==> src/rtl/cache_pkg.sv <==
// rtl/cache_pkg.sv - flush walker state type and walk-order helpers for cache_line_state
package cache_pkg;

    typedef enum logic [1:0] {IDLE, SCAN, WB, DONE} flush_state_t;

    function automatic logic walk_is_last(input int s, input int w, input int num_sets, input int assoc);
        return (s == num_sets - 1) && (w == assoc - 1);
    endfunction

    // Way increments fastest; the set only steps when the way wraps.
    function automatic int walk_next_way(input int w, input int assoc);
        return (w + 1 == assoc) ? 0 : w + 1;
    endfunction

    function automatic int walk_next_set(input int s, input int w, input int assoc);
        return (w + 1 == assoc) ? s + 1 : s;
    endfunction

endpackage

==> src/rtl/cache_flush_walker.sv <==
// rtl/cache_flush_walker.sv - flush FSM: walks every line, writes back valid+dirty ones
// Honours CACHE_LINE_STATE_DIRTY_COUNT_EN (skip the scan when nothing is dirty).
module cache_flush_walker
    import cache_pkg::*;
#(
    parameter int NUM_SETS = 4,
    parameter int ASSOC    = 2,
    parameter int SET_W    = 2,
    parameter int WAY_W    = 1
) (
    input  logic             clk,
    input  logic             reset_n,
    input  logic             flush_req,
    input  logic             flush_inval,
`ifdef CACHE_LINE_STATE_DIRTY_COUNT_EN
    input  logic             no_dirty,
`endif
    input  logic             line_valid,
    input  logic             line_dirty,
    input  logic             wb_ready,
    output logic             flush_busy,
    output logic             flush_done,
    output logic             wb_valid,
    output logic [SET_W-1:0] wb_set,
    output logic [WAY_W-1:0] wb_way,
    output logic             clr_valid,
    output logic             clr_dirty
);

    flush_state_t     state;
    logic             inval_q;
    logic             last_line;
    logic [SET_W-1:0] next_set;
    logic [WAY_W-1:0] next_way;

    assign last_line = walk_is_last(32'(wb_set), 32'(wb_way), NUM_SETS, ASSOC);
    assign next_set  = SET_W'(walk_next_set(32'(wb_set), 32'(wb_way), ASSOC));
    assign next_way  = WAY_W'(walk_next_way(32'(wb_way), ASSOC));

    // Clear requests land in the array on the same edge the FSM moves on.
    assign clr_dirty = (state == WB) && wb_ready;
    assign clr_valid = inval_q && (((state == SCAN) && !(line_valid && line_dirty)) || clr_dirty);

    always_ff @(posedge clk or negedge reset_n) begin
        if (!reset_n) begin
            state      <= IDLE;
            inval_q    <= 1'b0;
            wb_set     <= '0;
            wb_way     <= '0;
            flush_busy <= 1'b0;
            flush_done <= 1'b0;
            wb_valid   <= 1'b0;
        end else begin
            case (state)
                IDLE: begin
                    if (flush_req) begin
                        inval_q    <= flush_inval;
                        wb_set     <= '0;
                        wb_way     <= '0;
                        flush_busy <= 1'b1;
`ifdef CACHE_LINE_STATE_DIRTY_COUNT_EN
                        if (no_dirty && !flush_inval) begin
                            state      <= DONE;
                            flush_done <= 1'b1;
                        end else begin
                            state <= SCAN;
                        end
`else
                        state <= SCAN;
`endif
                    end
                end
                SCAN: begin
                    if (line_valid && line_dirty) begin
                        state    <= WB;
                        wb_valid <= 1'b1;
                    end else if (last_line) begin
                        state      <= DONE;
                        flush_done <= 1'b1;
                    end else begin
                        wb_set <= next_set;
                        wb_way <= next_way;
                    end
                end
                WB: begin
                    if (wb_ready) begin
                        wb_valid <= 1'b0;
                        if (last_line) begin
                            state      <= DONE;
                            flush_done <= 1'b1;
                        end else begin
                            state  <= SCAN;
                            wb_set <= next_set;
                            wb_way <= next_way;
                        end
                    end
                end
                DONE: begin
                    state      <= IDLE;
                    flush_done <= 1'b0;
                    flush_busy <= 1'b0;
                end
                default: state <= IDLE;
            endcase
        end
    end

endmodule

==> src/rtl/cache_line_state.sv <==
// rtl/cache_line_state.sv - per-line valid/dirty array with flush walker
// CACHE_LINE_STATE_DIRTY_COUNT_EN adds the dirty_count output and the empty-flush shortcut.
module cache_line_state
    import cache_pkg::*;
#(
    parameter int NUM_SETS = 4,
    parameter int ASSOC    = 2,
    localparam int SET_W   = (NUM_SETS > 1) ? $clog2(NUM_SETS) : 1,
    localparam int WAY_W   = (ASSOC > 1) ? $clog2(ASSOC) : 1,
    localparam int CNT_W   = $clog2(NUM_SETS * ASSOC + 1)
) (
    input  logic             clk,
    input  logic             reset_n,
    input  logic [SET_W-1:0] set,
    input  logic [WAY_W-1:0] way,
    input  logic             set_valid,
    input  logic             clear_valid,
    input  logic             set_dirty,
    input  logic             clear_dirty,
    output logic             valid,
    output logic             dirty,
    input  logic             flush_req,
    input  logic             flush_inval,
    output logic             flush_busy,
    output logic             flush_done,
    output logic             wb_valid,
    output logic [SET_W-1:0] wb_set,
    output logic [WAY_W-1:0] wb_way,
    input  logic             wb_ready
`ifdef CACHE_LINE_STATE_DIRTY_COUNT_EN
    ,
    output logic [CNT_W-1:0] dirty_count
`endif
);

    logic [ASSOC-1:0] valid_arr [NUM_SETS];
    logic [ASSOC-1:0] dirty_arr [NUM_SETS];
    logic [SET_W-1:0] wr_set;
    logic [WAY_W-1:0] wr_way;
    logic             clr_valid, clr_dirty;
    logic             old_v, old_d, new_v, new_d;

    assign valid = valid_arr[set][way];
    assign dirty = dirty_arr[set][way];

    cache_flush_walker #(
        .NUM_SETS (NUM_SETS),
        .ASSOC    (ASSOC),
        .SET_W    (SET_W),
        .WAY_W    (WAY_W)
    ) u_walker (
        .clk         (clk),
        .reset_n     (reset_n),
        .flush_req   (flush_req),
        .flush_inval (flush_inval),
`ifdef CACHE_LINE_STATE_DIRTY_COUNT_EN
        .no_dirty    (dirty_count == '0),
`endif
        .line_valid  (valid_arr[wb_set][wb_way]),
        .line_dirty  (dirty_arr[wb_set][wb_way]),
        .wb_ready    (wb_ready),
        .flush_busy  (flush_busy),
        .flush_done  (flush_done),
        .wb_valid    (wb_valid),
        .wb_set      (wb_set),
        .wb_way      (wb_way),
        .clr_valid   (clr_valid),
        .clr_dirty   (clr_dirty)
    );

    // One line is written per cycle: the walker owns the array while busy, the access port otherwise.
    always_comb begin
        wr_set = flush_busy ? wb_set : set;
        wr_way = flush_busy ? wb_way : way;
        old_v  = valid_arr[wr_set][wr_way];
        old_d  = dirty_arr[wr_set][wr_way];
        new_v  = old_v;
        new_d  = old_d;
        if (flush_busy) begin
            if (clr_valid) new_v = 1'b0;
            if (clr_dirty) new_d = 1'b0;
        end else begin
            if (clear_valid)    new_v = 1'b0;
            else if (set_valid) new_v = 1'b1;
            if (clear_dirty)    new_d = 1'b0;
            else if (set_dirty) new_d = 1'b1;
        end
    end

    always_ff @(posedge clk or negedge reset_n) begin
        if (!reset_n) begin
            for (int s = 0; s < NUM_SETS; s++) begin
                valid_arr[s] <= '0;
                dirty_arr[s] <= '0;
            end
        end else begin
            valid_arr[wr_set][wr_way] <= new_v;
            dirty_arr[wr_set][wr_way] <= new_d;
        end
    end

`ifdef CACHE_LINE_STATE_DIRTY_COUNT_EN
    always_ff @(posedge clk or negedge reset_n) begin
        if (!reset_n) begin
            dirty_count <= '0;
        end else if ((new_v && new_d) && !(old_v && old_d)) begin
            dirty_count <= dirty_count + 1'b1;
        end else if (!(new_v && new_d) && (old_v && old_d)) begin
            dirty_count <= dirty_count - 1'b1;
        end
    end
`endif

endmodule
==> config.mk <==
export PLATFORM = sky130hd
export DESIGN_NAME = cache_line_state
export DESIGN_NICKNAME = d
export VERILOG_FILES = /design/src/rtl/cache_pkg.sv /design/src/rtl/cache_flush_walker.sv /design/src/rtl/cache_line_state.sv
export SDC_FILE = /design/constraint.sdc
export NUM_CORES = 1
export LEC_CHECK = 0
export CAP_MARGIN = 20
export CORE_AREA = 3 3 66 68
export CTS_CLUSTER_DIAMETER = 100
export CTS_CLUSTER_SIZE = 20
export DETAILED_ROUTE_END_ITERATION = 7
export DIE_AREA = 0 0 69 71
export PLACE_DENSITY = 0.74
export SYNTH_ARGS = -nofsm -noshare
export SYNTH_HDL_FRONTEND = slang
export SYNTH_HIERARCHICAL = 1
export SYNTH_SLANG_ARGS = --single-unit
export TNS_END_PERCENT = 100
==> constraint.sdc <==
create_clock -name clk -period 2.24 [get_ports clk]
set_input_delay 0.336 -clock clk [delete_from_list [all_inputs] [get_ports clk]]
set_output_delay 0.336 -clock clk [all_outputs]
set_load 0.01 [all_outputs]
==> results.ini <==
[setup_path]
crit_cells=10
r2r_cells=10
crit_top_cell=mux2_2
cp-endpoint=valid_arr[7]
critPathMaxStageDelay_ps=430
r2r_slack_ps=-80
crit_arrival_ps=2490
critical_path.endpoint_type=flip-flop
reg2reg_to=valid_arr[7]
cp_top_family=multiplexers
path_cells=buf_12 -> mux2i_4 -> mux2i_1 -> mux2_2 -> a21bo_2 -> a21boi_2 -> nand3b_1 -> a222oi_1 -> a31o_1 -> mux2_2
cp-start-kind=flip-flop
crit_type=reg2reg
cpMaxStageDelayCell=dfrtp_2
worstPathMaxFanout=5
crit_required_ps=2410
worst_r2r_startpoint=u_walker/wb_set[1]
crit_buf_inv=1
cp-startpoint=u_walker/wb_set[1]

[route]
routed_wl_um=5380
post_drt_wl_per_cell_um=17.4
postRouteAntennaNets=0
drc=0
routed_via_density=5.84
first_pass_iters=4
num_vias=1806
drt_iter0_drc=172

[synthesis]
ys_seq_area_share_pct=32.1
yosys_warnings=6
synth_cells=198
synthDistinctLibCells=53
synth-edff-count=0
synth_nets=216
synth_seq_cells=25
syn_area_mm2=0.00195
synth_ff_type=dfrtp_1
async_flop_share_pct=100
postSynthAreaPerCell_um2=9.86

[power_and_ir_drop]
internal_power_w=0.00188
clockPowerShare_pct=8.8
power_frac_seq_pct=25.3
ir_drop_mv=0.756
pwr-share-comb_pct=65.9
p_per_area_mw_per_mm2=1210
p_sw_share_pct=41.7
p_switching_w=0.00134
p_leak_nw=1.18

[floorplan]
die_x_um=69
row_count=23
coreArea_mm2=0.00391
start_util_pct=49.9
ioPinCount=20
die-area_mm2=0.00490
die_h_um=71

[cts]
cts_buffer_depth=2
cts_tree=yes
numCtsBuffers=3
clk_latency_ps=270
clkTransAtPathRegs_ps=100
postCtsHoldBufs=0
cts.sinks=25
root_buffer=clkbuf_8
cts_max_level=1

[placement]
dpl.hpwl_um=4080
placed_area_mm2=0.00251
gp_congestion=0.949
port_buffers=19

[cells_and_area]
nets=278
final_cell_area_mm2=0.00265
final_common_cell=buf_4
diodes=0
final_util_pct=67.7
layout_common_cells=buf_4 (47), dfrtp_1 (23), clkdlybuf4s50_1 (17), nand2_1 (16), mux2_2 (15)
post_route_cells_drive_above_1_share_pct=36.7
area_growth_syn_to_layout_pct=35.8

[grt]
overflow=0
grt_pass1_vias=1864
track_usage_pct=22.8
grt_start_max_net_pins=26
antenna_found_initial=0
grt_pass1_wl_um=9070

[timing]
slew_headroom_pct=71.0
period_share_pct=104
fin_ws_ps=-79.2
fmax_mhz=431
setup_viol=4
worstMarginPinSlew_ps=435
hold_viol_final=0
final_max_slew_viol_count=0
rsz0062_at_grt=yes
fin_crit_ps=2320
skew_ps=2.43
setup_tns_ps=-306

[outcome]
failed_checks=setup timing
status=finished, violations left

[run]
maxCapViolCount=0

[worst_hold_path]
min_path_type=in2async

## registers in the layout, indices dropped and copies added, names as in the netlist
signal / flops
dirty_arr: 8
valid_arr: 8
u_walker/state: 2
u_walker/wb_set: 2
u_walker/flush_busy: 1
u_walker/flush_done: 1
u_walker/inval_q: 1
u_walker/wb_valid: 1
u_walker/wb_way: 1
## worst min path at each step
stage | start | endpoint | slack (ps) | depth (start not counted)
finish | reset_n | dirty_arr[4] | 430 | 2
global route | reset_n | valid_arr[4] | 440 | 2
CTS | reset_n | valid_arr[4] | 440 | 2
detailed placement | u_walker/inval_q | u_walker/inval_q | 490 | 1
global placement | u_walker/inval_q | u_walker/inval_q | 490 | 1
floorplan | reset_n | dirty_arr[0] | 40 | 0
## what timing repair did
item / 4_1_cts / 5_1_grt
setup buffers: 3 / 1
pin swaps: 1 / 1
setup endpoints to repair: 6 / 19
gates resized for setup: 6 / 13
## area by class of cell
class                      instances  area (µm²)
clock buffer                       3        41.3
clock inverter                     1        5.00
fill                             325        1260
inverter                           7        26.3
multi-input combinational        154        1300
sequential                        25         628
tap                               50        62.6
timing repair buffer              69         589
## per-layer routing
metal	up-vias	track usage, %	routed length (µm)
li1	875	-	-
met1	856	29.6	2310
met2	62	39.1	2670
met3	13	2.84	244
met4	0	8.03	146
met5	-	0	0
## per-stage QoR
step	total power [W]	hold WS [ps]	cells	setup WS, ps
floorplan	0.00199	40.4	198	-139
global placement	0.00275	488	301	-167
detailed placement	0.00279	491	301	-172
CTS	0.00313	437	308	-103
global route	0.00346	444	309	-191
finish	0.00322	433	309	-79.2
## worst reg2reg max path, delay by kind of cell, from the launching register on
kind	cells	cell delay, ps
multiplexers	4	870
AND/OR/NAND/NOR	1	130
AO/OA/AOI/OAI	4	650
flip-flops	1	430
buffers and inverters	1	140
## cells in the mapped netlist, drive strengths merged, types with 2 or more instances
| master | instances | area [µm²] |
|---|---|---|
| dfrtp | 25 | 626 |
| nand2 | 17 | 63.8 |
| mux2 | 16 | 180 |
| mux2i | 13 | 130 |
| buf | 10 | 58.8 |
| o21ai | 10 | 50.0 |
| a21oi | 8 | 40.0 |
| inv | 7 | 26.3 |
| nor2 | 7 | 26.3 |
| ha | 6 | 75.1 |
| nand3 | 6 | 30.0 |
| nand3b | 6 | 45.0 |
| nand2b | 5 | 33.8 |
| o31ai | 5 | 37.5 |
| or3b | 5 | 43.8 |
| mux4 | 4 | 90.1 |
| o22ai | 4 | 25.0 |
| a31oi | 3 | 25.0 |
| nor2b | 3 | 18.8 |
| nor3b | 3 | 22.5 |
| a211o | 2 | 17.5 |
| a21o | 2 | 15.0 |
| a22oi | 2 | 15.0 |
| and3b | 2 | 17.5 |
| clkbuf | 2 | 7.51 |
| nor3 | 2 | 10.0 |
| o41ai | 2 | 32.5 |
| or3 | 2 | 12.5 |
| or4b | 2 | 20.0 |
## cells by family after synthesis
logic type	Yosys count	synth area share, %
DFF	25	32.1
AOI/OAI and AO/OA	50	19.2
and+or+nand+nor	65	19.6
muxes	33	20.5
buffers and inverters	19	4.74
adders and majority gates	6	3.85
## power groups by stage
stage	Combinational, W	Clock [W]	Sequential (W)
after floorplan	0.00118	0	0.000814
after detailed placement	0.00198	0	0.000810
after global routing	0.00231	0.000305	0.000843
after CTS	0.00203	0.000290	0.000806
after global placement	0.00194	0	0.000802
final	0.00212	0.000284	0.000816
(Power assumes the default switching activity.)
